File: config.mk
export PLATFORM = sky130hd
export DESIGN_NAME = up_down_counter
export DESIGN_NICKNAME = d
export VERILOG_FILES = /design/src/rtl/up_down_counter.sv
export SDC_FILE = /design/constraint.sdc
export NUM_CORES = 1
export LEC_CHECK = 0
export CAP_MARGIN = 20
export CORE_AREA = 5 5 42 44
export DETAILED_ROUTE_END_ITERATION = 8
export DIE_AREA = 0 0 47 49
export GPL_ROUTABILITY_DRIVEN = 0
export SLEW_MARGIN = 20
export SYNTH_ARGS = -nofsm -noshare
export SYNTH_HDL_FRONTEND = slang
export SYNTH_SLANG_ARGS = --single-unit
File: constraint.sdc
create_clock -name clk -period 1.69 [get_ports clk]
set_input_delay 0.338 -clock clk [delete_from_list [all_inputs] [get_ports clk]]
set_output_delay 0.338 -clock clk [all_outputs]
set_load 0.01 [all_outputs]
File: src/rtl/up_down_counter.sv
// up_down_counter: one-step up/down counter over MIN_COUNT..MAX_COUNT with wrap or saturate at the range ends
module up_down_counter #(
  parameter int WIDTH       = 4,
  parameter int MIN_COUNT   = 0,
  parameter int MAX_COUNT   = 2**WIDTH-1,
  parameter int RESET_VALUE = MIN_COUNT,
  parameter bit WRAP        = 1'b1
) (
  output logic [WIDTH-1:0] q,
  input  logic             choice,
  input  logic             clk,
  input  logic             reset
);
  localparam logic [WIDTH-1:0] L_MIN = WIDTH'(MIN_COUNT);
  localparam logic [WIDTH-1:0] L_MAX = WIDTH'(MAX_COUNT);
  localparam logic [WIDTH-1:0] L_RST = WIDTH'(RESET_VALUE);
  localparam logic [WIDTH-1:0] L_ONE = WIDTH'(1);
  logic [WIDTH-1:0] r_count;
  logic [WIDTH-1:0] w_next;
  assign q = r_count;
  always_comb begin
    w_next = choice ? (r_count < L_MAX ? r_count + L_ONE : (WRAP ? L_MIN : L_MAX))
                    : (r_count > L_MIN ? r_count - L_ONE : (WRAP ? L_MAX : L_MIN));
  end
  always_ff @(posedge clk) begin
    if (!reset) r_count <= L_RST;
    else        r_count <= w_next;
  end
endmodule

==> summary.md, run 1 <==
| Metric | Value |
|---|---|
| Clock share of power | `0.261` |
| Tcrit/Tclk final | `0.9440` |
| Die footprint | `between 2000 and 2500 um^2` |
| Outcome | `finished clean` |
| Routed len/inst | `9.827 um` |
| Hold Buf Count CTS | `0` |
| Synth Cell Area | `about 240 um^2` |
| Crit Path Class | `reg2out` |
| Total track usage | `0.06061` |
| Post-Synth Adder-Cell Area | `0.1026` |
| P&R area growth vs syn | `45.13%` |
| Maximum clock path buffer count | `2` |
| Initial Util | `0.1741` |
| I/O pin count | `7` |
| Slew @ Worst Pin | `0.2387 ns` |
| Hold path cells | `2` |
| TritonCTS clock tree | `yes` |
| Most common cell after layout, fill and taps aside | `clkdlybuf4s50_1` |
| Fmax | `between 0.6 and 0.7 GHz` |
| Hold Crit Class | `reg2reg` |
| Post-Place Setup Slack | `0.2444 ns` |
| Tmin final | `1.595 ns` |
| Seq pwr share | `0.345` |
| Chip width | `47 um` |
| Simple-Gate Fraction of Synth Area | `0.2000` |
| Int Power | `305.3 uW` |
| Maxcap violations | `0` |
| Via count | `219` |
| Syn_area_per_cell | `9.384 um^2` |
| Final Hold Vio Count | `0` |
| Nets@finish | `43` |
| Grt ovf | `0` |
| Origin of the critical flop-to-flop path | `q[0]$_SDFF_PN0_` |
| #FFs+latches synth | `4` |
| Clk Latency, worst-skew pair | `0.23 ns` |
| Mux cell area share after synthesis | `0.04103` |
| Combinational Power Share | `0.394` |
| Clock skew | `about 0.0017 ns` |
| H-tree levels | `1` |
| Total power | `448.4 uW` |
| Hold_sp | `q[2]$_SDFF_PN0_` |
| Pwr dens | `roughly 1300 nW/um^2` |
| Core footprint | `1401 um^2` |
| Antenna fix cells | `0` |
| Post-Route WL | `511 um` |
| Worst Setup Start Kind | `flop` |
| Compound-Gate Fraction of Synth Area | `0.2256` |
| Commonest cells after routing, fill and taps aside | `clkdlybuf4s50_1, dfxtp_1, clkbuf_4` |
| Slowest stage delay, CP | `0.58 ns` |
| Critical path's top delay family | `buffers and inverters` |
| Post-Syn Nets | `31` |
| Iter 0 DRT Violations | `2` |
| FP Rows | `14` |
| Final setup vio count | `0` |
| LEAKAGE | `0.1451 nW` |
| Antenna violations before repair | `0` |
| Distinct cells, synth | `19` |
| Levels on crit path | `1` |
| Crit end category | `output port` |
| Slowest CP cell | `clkdlybuf4s50_1` |
| Synth Warn # | `0` |
| CP Max Fanout | `7` |
| Worst Reg-to-Reg Cells | `4` |
| First-pass GRT wire length | `966 um` |
| Via-to-Cell Ratio | `~4.2` |
| Max-slew violations | `0` |
| Sw Ratio | `0.3192` |
| Crit-path cells | `clkdlybuf4s50_1` |
| Post-route cell area | `354.1 um^2` |
| Post-Synth XOR/XNOR Area | `0.07179` |
| Clock Root Buffer | `clkbuf_4` |
| Pin count of the biggest net entering global routing | `8` |
| Req. time, crit path | `1.35 ns` |
| P_sw | `143.1 uW` |
| Max reg flops | `4` |
| Vias in the first global route | `222` |
| Largest family of logic cells by synthesized area | `compound AO/OA/AOI/OAI gates` |
| Syn Inst Count | `26` |
| Sink Count | `4` |
| Critical Path Source | `q[2]$_SDFF_PN0_` |
| CP arrival | `1.26 ns` |
| Post-cts resize count | `0` |
| IO Port Bufs | `6` |
| Total negative slack | `0 ns` |
| DP Wirelength | `390.2 um` |
| Chip height | `49 um` |
| Total CTS buffers | `3` |
| Placement Cell Area | `~330 um^2` |
| Peak supply drop | `roughly 0.55 mV` |
| Clock transition at path regs | `0.03 ns` |
| RSZ-0062 raised after global routing | `no` |
| Sequential area share after synthesis | `0.3282` |
| DR pass1 iterations | `2` |
| Number of buffers and inverters on the critical path | `1` |
| Slew margin rel. | `0.8407` |
| Drt drc | `0` |
| Post-CTS setup buffer count | `0` |
| Share of cells above drive strength 1 | `0.1389` |
| Setup slack after layout | `roughly 0.095 ns` |
| Routed Antenna Nets | `0` |
## routing by layer
layer | global-route usage | vias up | routed length (um)
li1 | - | 115 | -
met1 | 0.08811 | 94 | 277
met2 | 0.06335 | 10 | 166
met3 | 0.06642 | 0 | 68
met4 | 0 | 0 | 0
met5 | 0 | - | 0
## cells by family (layout without fill, tap and decap cells)
family / Yosys count / count (layout)
and+or+nand+nor: 8 / 8
AOI/OAI and AO/OA: 7 / 7
DFF: 4 / 4
adders and majority gates: 2 / 2
xor gates and xnor gates: 2 / 2
buffers and inverters: 2 / 12
muxes: 1 / 1
## final cells by class
| cell class | instances | area [um^2] |
|---|---|---|
| tap | 16 | 20.02 |
| clock buffer | 3 | 22.52 |
| inverter | 2 | 7.507 |
| fill | 165 | 1047 |
| sequential | 4 | 80.08 |
| timing repair buffer | 7 | 67.56 |
| multi-input combinational | 20 | 156.4 |
## cells in the mapped netlist
library cell  number  area, um^2
nand2_1            1       3.750
xnor2_1            2       17.52
nand2b_1           1       6.260
o311a_1            1       10.01
o31ai_1            1       7.510
nor3b_1            1       7.510
dfxtp_1            4       80.08
or4b_1             1       10.01
nand3_1            1       5.000
o21ai_0            1       5.000
a21boi_0           1       7.510
a21o_2             1       8.760
mux2i_1            1       10.01
o221a_1            1       11.26
inv_1              2       7.510
a21oi_1            1       5.000
ha_1               2       25.02
nor2_1             1       3.750
and2_1             2       12.51
## path summary, 6_finish.rpt
check	endpoint	slack [ns]
worst max-delay path	q[2]	0.09
worst min-delay path	q[2]$_SDFF_PN0_	0.66
worst max register to register	q[3]$_SDFF_PN0_	0.24
worst min register to register	q[2]$_SDFF_PN0_	0.66
## power groups by stage
stage | Sequential [mW] | Clock [mW] | Combinational, mW
floorplan | 0.158 | 0 | 0.101
global placement | 0.157 | 0 | 0.177
detailed placement | 0.156 | 0 | 0.177
CTS | 0.155 | 0.126 | 0.178
global route | 0.161 | 0.134 | 0.202
finish | 0.155 | 0.117 | 0.177
## worst register-to-register path, delay by kind of cell (launching register included)
family | cells | cell delay, ns
compound gates | 2 | 0.59
fa+ha+maj | 1 | 0.24
flops | 1 | 0.40
buf+inv | 1 | 0.11
## stage by stage
step	hold WS, ns	std cells	utilization
6_report	0.6639	52	0.2527
5_1_grt	0.7355	52	0.2527
4_1_cts	0.6720	52	0.2527
3_5_place_dp	0.6615	49	0.2366
3_3_place_gp	0.6597	49	0.2366
2_1_floorplan	0.4274	26	-
Note: power is estimated with default switching activity, not from simulation.
==> run 2: changes to the inputs <==
--- a/config.mk
+++ b/config.mk
@@ -5,11 +5,13 @@
 export SDC_FILE = /design/constraint.sdc
 export NUM_CORES = 1
 export LEC_CHECK = 0
+export ABC_AREA = 1
 export CAP_MARGIN = 20
 export CORE_AREA = 5 5 42 44
 export DETAILED_ROUTE_END_ITERATION = 8
 export DIE_AREA = 0 0 47 49
 export GPL_ROUTABILITY_DRIVEN = 0
+export HOLD_SLACK_MARGIN = 0.02
 export SLEW_MARGIN = 20
 export SYNTH_ARGS = -nofsm -noshare
 export SYNTH_HDL_FRONTEND = slang
==> run 2 against run 1 <==
Sequential cell count stayed put. Sequential power is 18% lower. Critical path depth stayed put. Non-clock buffer count stayed put. Via count is 18% higher. Register-to-register slack better by 0.25 ns. Die area stayed put. Utilization is 0.27 points higher. Maximum frequency is 2.7% higher. Setup slack better by 0.042 ns.
==> summary.md, run 2 <==
| Metric | Value |
|---|---|
| Clock skew | `0.003876 ns (+0.002180 ns)` |
| I/O pin count | `7 (unchanged)` |
| Post-cts resize count | `0 (unchanged)` |
| Nets@finish | `53 (+23%)` |
| Final setup vio count | `0 (unchanged)` |
| Pin count of the biggest net entering global routing | `8 (unchanged)` |
| Hold_sp | `q[2]$_SDFF_PN0_` |
| IO Port Bufs | `6 (unchanged)` |
| RSZ-0062 raised after global routing | `no` |
| Worst Setup Start Kind | `flop` |
| DP Wirelength | `436.7 um (+12%)` |
| Seq pwr share | `0.347 (+0.002)` |
| Post-Syn Nets | `41 (+32%)` |
| Setup slack after layout | `0.1364 ns (+0.04167 ns)` |
| Syn_area_per_cell | `6.882 um^2 (-27%)` |
| Main flop type after synthesis | `dfxtp_1` |
| LEAKAGE | `0.1627 nW (+12%)` |
| FILL cells | `164 (-0.61%)` |
| P_sw | `115.3 uW (-19%)` |
| CP arrival | `1.22 ns (-0.04 ns)` |
| Chip height | `49 um (unchanged)` |
| TritonCTS clock tree | `yes` |
| Share of cells above drive strength 1 | `0.1304 (-0.008454)` |
| Post-route cell area | `357.8 um^2 (+1.1%)` |
| #FFs+latches synth | `4 (unchanged)` |
| Post-synth top area share | `0.3232 (-0.004973)` |
| Total track usage | `0.05704 (-0.003564)` |
| Tcrit/Tclk final | `0.9193 (-0.02466)` |
| Fmax | `0.6437 GHz (+2.7%)` |
| Routed len/inst | `8.790 um (-11%)` |
| Number of buffers and inverters on the critical path | `1 (unchanged)` |
| CP Max Fanout | `6 (-1)` |
| Maxcap violations | `0 (unchanged)` |
| Via count | `259 (+18%)` |
| Post-synth top area cell | `dfxtp_1` |
| First-pass GRT wire length | `883 um (-8.6%)` |
| Crit end category | `output port` |
| Vias in the first global route | `209 (-5.9%)` |
| Clk Latency, worst-skew pair | `0.23 ns (about the same)` |
| Max-slew violations | `0 (unchanged)` |
| Seq. cell area | `80.08 um^2 (unchanged)` |
| Crit Path Class | `reg2out` |
| Slowest stage delay, CP | `0.57 ns (about the same)` |
| Die footprint | `2303 um^2 (unchanged)` |
| Distinct cells, synth | `13 (-6)` |
| Clock share of power | `0.319 (+0.058)` |
| Total power | `365.1 uW (-19%)` |
| Syn Inst Count | `36 (+38%)` |
| Peak supply drop | `0.2795 mV (-49%)` |
| Fraction of registers with async set or reset after synthesis | `0 (unchanged)` |
| Post-Route WL | `545 um (+6.7%)` |
| Area of the multi-input gates | `141.4 um^2 (-9.6%)` |
| Post-Place Setup Slack | `0.3103 ns (+0.06583 ns)` |
| Slew margin rel. | `0.8688 (+0.02812)` |
| Slew @ Worst Pin | `0.1966 ns (-0.04213 ns)` |
| P&R area growth vs syn | `44.44%` |
| Synth Warn # | `0 (unchanged)` |
| Antenna violations before repair | `0 (unchanged)` |
| Pwr dens | `1020 nW/um^2 (-19%)` |
| Worst Hold Slack | `0.5711 ns (-0.09272 ns)` |
| Int Power | `249.9 uW (-18%)` |
| Core footprint | `1401 um^2 (unchanged)` |
| DR pass1 iterations | `3 (+1)` |
| Outcome | `finished clean` |
| Chip width | `47 um (unchanged)` |
| Hold Buf Count CTS | `0 (unchanged)` |
| Critical Path Source | `q[1]$_SDFF_PN0_` |
| Req. time, crit path | `1.35 ns (about the same)` |
| Commonest cells after routing, fill and taps aside | `inv_1, nand2_1, clkdlybuf4s50_1` |
| Max reg flops | `4 (unchanged)` |
| Drt drc | `0 (unchanged)` |
| Top cells by instance count after synthesis | `inv_1, nand2_1, a21oi_1, dfxtp_1, nand3_1` |
| Total negative slack | `0 ns (unchanged)` |
| Placement Cell Area | `335.3 um^2 (+1.1%)` |
| Clock transition at path regs | `0.04 ns (about the same)` |
| Synth Cell Area | `247.7 um^2 (+1.5%)` |
| Sw Ratio | `0.3157 (-0.003538)` |
| Origin of the critical flop-to-flop path | `q[0]$_SDFF_PN0_` |
| Via-to-Cell Ratio | `4.177 (-0.81%)` |
| Sink Count | `4 (unchanged)` |
| Clock Root Buffer | `clkbuf_4` |
| Number of synthesized flops with an enable pin | `0 (unchanged)` |
| Maximum clock path buffer count | `2 (unchanged)` |
| Combinational Power Share | `0.334 (-0.060)` |
| Routed Antenna Nets | `0 (unchanged)` |
| Iter 0 DRT Violations | `2 (unchanged)` |
| Total CTS buffers | `3 (unchanged)` |
| FP Rows | `14 (unchanged)` |
| Initial Util | `0.1768 (+0.002679)` |
| H-tree levels | `1 (unchanged)` |
| Crit-path cells | `clkdlybuf4s50_1` |
| Antenna fix cells | `0 (unchanged)` |
| Sequential area share after synthesis | `0.3232 (-0.004973)` |
| Critical path's top delay family | `buffers and inverters` |
| Post-CTS setup buffer count | `0 (unchanged)` |
| Tmin final | `1.554 ns (-0.04167 ns)` |
| Slowest CP cell | `clkdlybuf4s50_1` |
| Grt ovf | `0 (unchanged)` |
| Top post-synthesis cells by area | `dfxtp_1, inv_1, nand2_1` |
| Hold Crit Class | `reg2reg` |
| Final Hold Vio Count | `0 (unchanged)` |
[run 2: metrics by stage]
step / instances / util
2_1_floorplan: 36 / -
3_3_place_gp: 59 / 0.2393
3_5_place_dp: 59 / 0.2393
4_1_cts: 62 / 0.2554
5_1_grt: 62 / 0.2554
6_report: 62 / 0.2554
[run 2: power groups by stage]
stage	clock network [mW]	registers (mW)	logic (mW)
finish	0.116	0.127	0.122
global route	0.130	0.130	0.137
CTS	0.125	0.127	0.123
detailed placement	0	0.129	0.122
global placement	0	0.129	0.120
floorplan	0	0.136	0.0607
[run 2: metal layers]
| metal | vias to the layer above | part of all wire | track usage |
|---|---|---|---|
| li1 | 142 | - | - |
| met1 | 113 | 0.48 | 0.06154 |
| met2 | 4 | 0.45 | 0.06561 |
| met3 | 0 | 0.066 | 0.04428 |
| met4 | 0 | 0 | 0.05530 |
| met5 | - | 0 | 0 |
[run 2: area by class of cell]
| type | instances | share of cell area |
|---|---|---|
| clock buffer | 3 | 0.06294 |
| tap | 16 | 0.05594 |
| sequential | 4 | 0.2238 |
| timing repair buffer | 7 | 0.1888 |
| multi-input combinational | 25 | 0.3951 |
| inverter | 7 | 0.07343 |
[run 2: final timing paths]
check                                  endpoint  cells past startpoint  slack [ns]
worst max-delay path                       q[1]                      1        0.14
worst min-delay path            q[2]$_SDFF_PN0_                      2        0.57
worst max register to register  q[3]$_SDFF_PN0_                      6        0.49
worst min register to register  q[2]$_SDFF_PN0_                      2        0.57
[run 2: kinds of logic after synthesis]
group / after synthesis / synth area share
simple gates: 15 / 0.2879
compound gates: 8 / 0.1818
buf+inv: 7 / 0.1061
flops: 4 / 0.3232
fa+ha+maj: 2 / 0.1010
==> run 3: changes to the inputs <==
--- a/config.mk
+++ b/config.mk
@@ -12,6 +12,8 @@
 export DIE_AREA = 0 0 47 49
 export GPL_ROUTABILITY_DRIVEN = 0
 export HOLD_SLACK_MARGIN = 0.02
+export PLACE_DENSITY = 0.48
+export SKIP_CTS_REPAIR_TIMING = 1
 export SLEW_MARGIN = 20
 export SYNTH_ARGS = -nofsm -noshare
 export SYNTH_HDL_FRONTEND = slang
==> run 3 against run 2 <==
Critical path depth did not move. Clock skew fell by 0.0038 ns. Via count fell by 1.9%. Clock power fell by 3%. Die area did not move. Global-route usage rose by 0.49 points. Combinational power fell by 9%. Utilization fell by 0.54 points. Register-to-register slack got worse by 0.02 ns. Total power fell by 2.3%. Setup slack got worse by 0.047 ns. Sequential share of layout area rose by 0.48 points. Largest cell class unchanged.
==> summary.md, run 3 (same netlist as run 2, synthesis figures left out) <==
| Metric | Value |
|---|---|
| Post-Route WL | `536 um (-1.7%)` |
| Total power | `356.6 uW (-2.3%)` |
| Total negative slack | `0 ns (unchanged)` |
| Pwr dens | `1018 nW/um^2 (-0.25%)` |
| Sink Count | `4 (unchanged)` |
| Final setup vio count | `0 (unchanged)` |
| Clock Root Buffer | `clkbuf_4` |
| DP Wirelength | `443.5 um (+1.6%)` |
| Tcrit/Tclk final | `0.9471 (+0.02782)` |
| Max-slew violations | `0 (unchanged)` |
| CP Max Fanout | `8 (+2)` |
| TritonCTS clock tree | `yes` |
| IO Port Bufs | `6 (unchanged)` |
| Slew @ Worst Pin | `0.2500 ns (+0.05340 ns)` |
| Outcome | `finished clean` |
| Flop-to-flop setup slack | `0.47 ns (-0.02 ns)` |
| Total CTS buffers | `3 (unchanged)` |
| Commonest cells after routing, fill and taps aside | `inv_1, nand2_1, clkdlybuf4s50_1` |
| Setup slack after layout | `0.08938 ns (-0.04701 ns)` |
| Crit Path Class | `reg2out` |
| Maximum clock path buffer count | `2 (unchanged)` |
| Placement Cell Area | `327.8 um^2 (-2.2%)` |
| Worst Reg-to-Reg Cells | `6 (unchanged)` |
| Die footprint | `2303 um^2 (unchanged)` |
| Initial Util | `0.1768 (unchanged)` |
| Iter 0 DRT Violations | `2 (unchanged)` |
| Post-Place Setup Slack | `0.2996 ns (-0.01067 ns)` |
| Grt ovf | `0 (unchanged)` |
| FP Rows | `14 (unchanged)` |
| RSZ-0062 raised after global routing | `no` |
| Final Core Density | `0.2500 (-0.005357)` |
| Chip height | `49 um (unchanged)` |
| Slew margin rel. | `0.8331 (-0.03565)` |
| Share of cells above drive strength 1 | `0.1111 (-0.01932)` |
| Nets@finish | `52 (-1.9%)` |
| Vias in the first global route | `245 (+17%)` |
| Clock transition at path regs | `0.03 ns (about the same)` |
| Critical Path Source | `q[2]$_SDFF_PN0_` |
| Critical path's top delay family | `buffers and inverters` |
| Origin of the critical flop-to-flop path | `q[0]$_SDFF_PN0_` |
| Core footprint | `1401 um^2 (unchanged)` |
| Hold_sp | `q[2]$_SDFF_PN0_` |
| Antenna violations before repair | `0 (unchanged)` |
| Total track usage | `0.06197 (+0.004930)` |
| I/O pin count | `7 (unchanged)` |
| Crit-path cells | `clkdlybuf4s50_1` |
| Max reg flops | `4 (unchanged)` |
| Drt drc | `0 (unchanged)` |
| Slowest stage delay, CP | `0.59 ns (+0.02 ns)` |
| Fmax | `0.6248 GHz (-2.9%)` |
| Via-to-Cell Ratio | `4.164 (-0.32%)` |
| Slowest CP cell | `clkdlybuf4s50_1` |
| Hold path cells | `1 (-1)` |
| Tmin final | `1.601 ns (+0.04701 ns)` |
| Antenna fix cells | `0 (unchanged)` |
| First-pass GRT wire length | `986 um (+12%)` |
| Pin count of the biggest net entering global routing | `9 (+1)` |
| Maxcap violations | `0 (unchanged)` |
| Peak supply drop | `0.3884 mV (+39%)` |
| Req. time, crit path | `1.35 ns (about the same)` |
| CP arrival | `1.26 ns (+0.04 ns)` |
| Levels on crit path | `1 (unchanged)` |
| Worst Setup Start Kind | `flop` |
| Crit end category | `output port` |
| P&R area growth vs syn | `41.41%` |
| Post-route cell area | `350.3 um^2 (-2.1%)` |
| Routed len/inst | `8.787 um (about the same)` |
| Final Hold Vio Count | `0 (unchanged)` |
| H-tree levels | `1 (unchanged)` |
| Hold Crit Class | `reg2reg` |
| Routed Antenna Nets | `0 (unchanged)` |
| LEAKAGE | `0.1575 nW (-3.2%)` |
| Clock skew | `0.0001164 ns (-0.003760 ns)` |
| DR pass1 iterations | `3 (unchanged)` |
| Clk Latency, worst-skew pair | `0.23 ns (about the same)` |
| Chip width | `47 um (unchanged)` |
| Via count | `254 (-1.9%)` |
| Number of buffers and inverters on the critical path | `1 (unchanged)` |
## run 3: cell types whose count changed in the layout (fill, tap and decap cells not counted), sizes merged
cell  before  now
buf        1    0
## run 3: routing by layer
metal / up-vias / wire length, um / track usage
met4: 0 / 8 / 0.05530
met5: - / 0 / 0
met3: 2 / 39 / 0.03321
met2: 4 / 247 / 0.07692
li1: 138 / - / -
met1: 110 / 241 / 0.07253
## run 3: stage by stage
step / hold WS (ns) / std cells
finish: 0.5551 / 61
global route: 0.5880 / 61
CTS: 0.5614 / 61
detailed placement: 0.5497 / 58
global placement: 0.5802 / 58
floorplan: 0.4764 / 36
## run 3: layout make-up
cell class | count | area, um^2
Clock buffer | 3 | 22.52
Fill cell | 166 | 1051
Inverter | 7 | 26.28
Multi-Input combinational cell | 25 | 141.4
Sequential cell | 4 | 80.08
Tap cell | 16 | 20.02
Timing Repair Buffer | 6 | 60.06
## run 3: worst paths after layout
check / end
worst max-delay path: q[2]
worst max register to register: q[3]$_SDFF_PN0_
worst min-delay path: q[2]$_SDFF_PN0_
worst min register to register: q[2]$_SDFF_PN0_
## run 3: power breakdown
group	switching, mW	internal (mW)	leakage [nW]	total (mW)
sequential	0.0233	0.110	0.0333	0.133
clock	0.0331	0.0790	0.0138	0.112
combinational	0.0549	0.0563	0.110	0.111
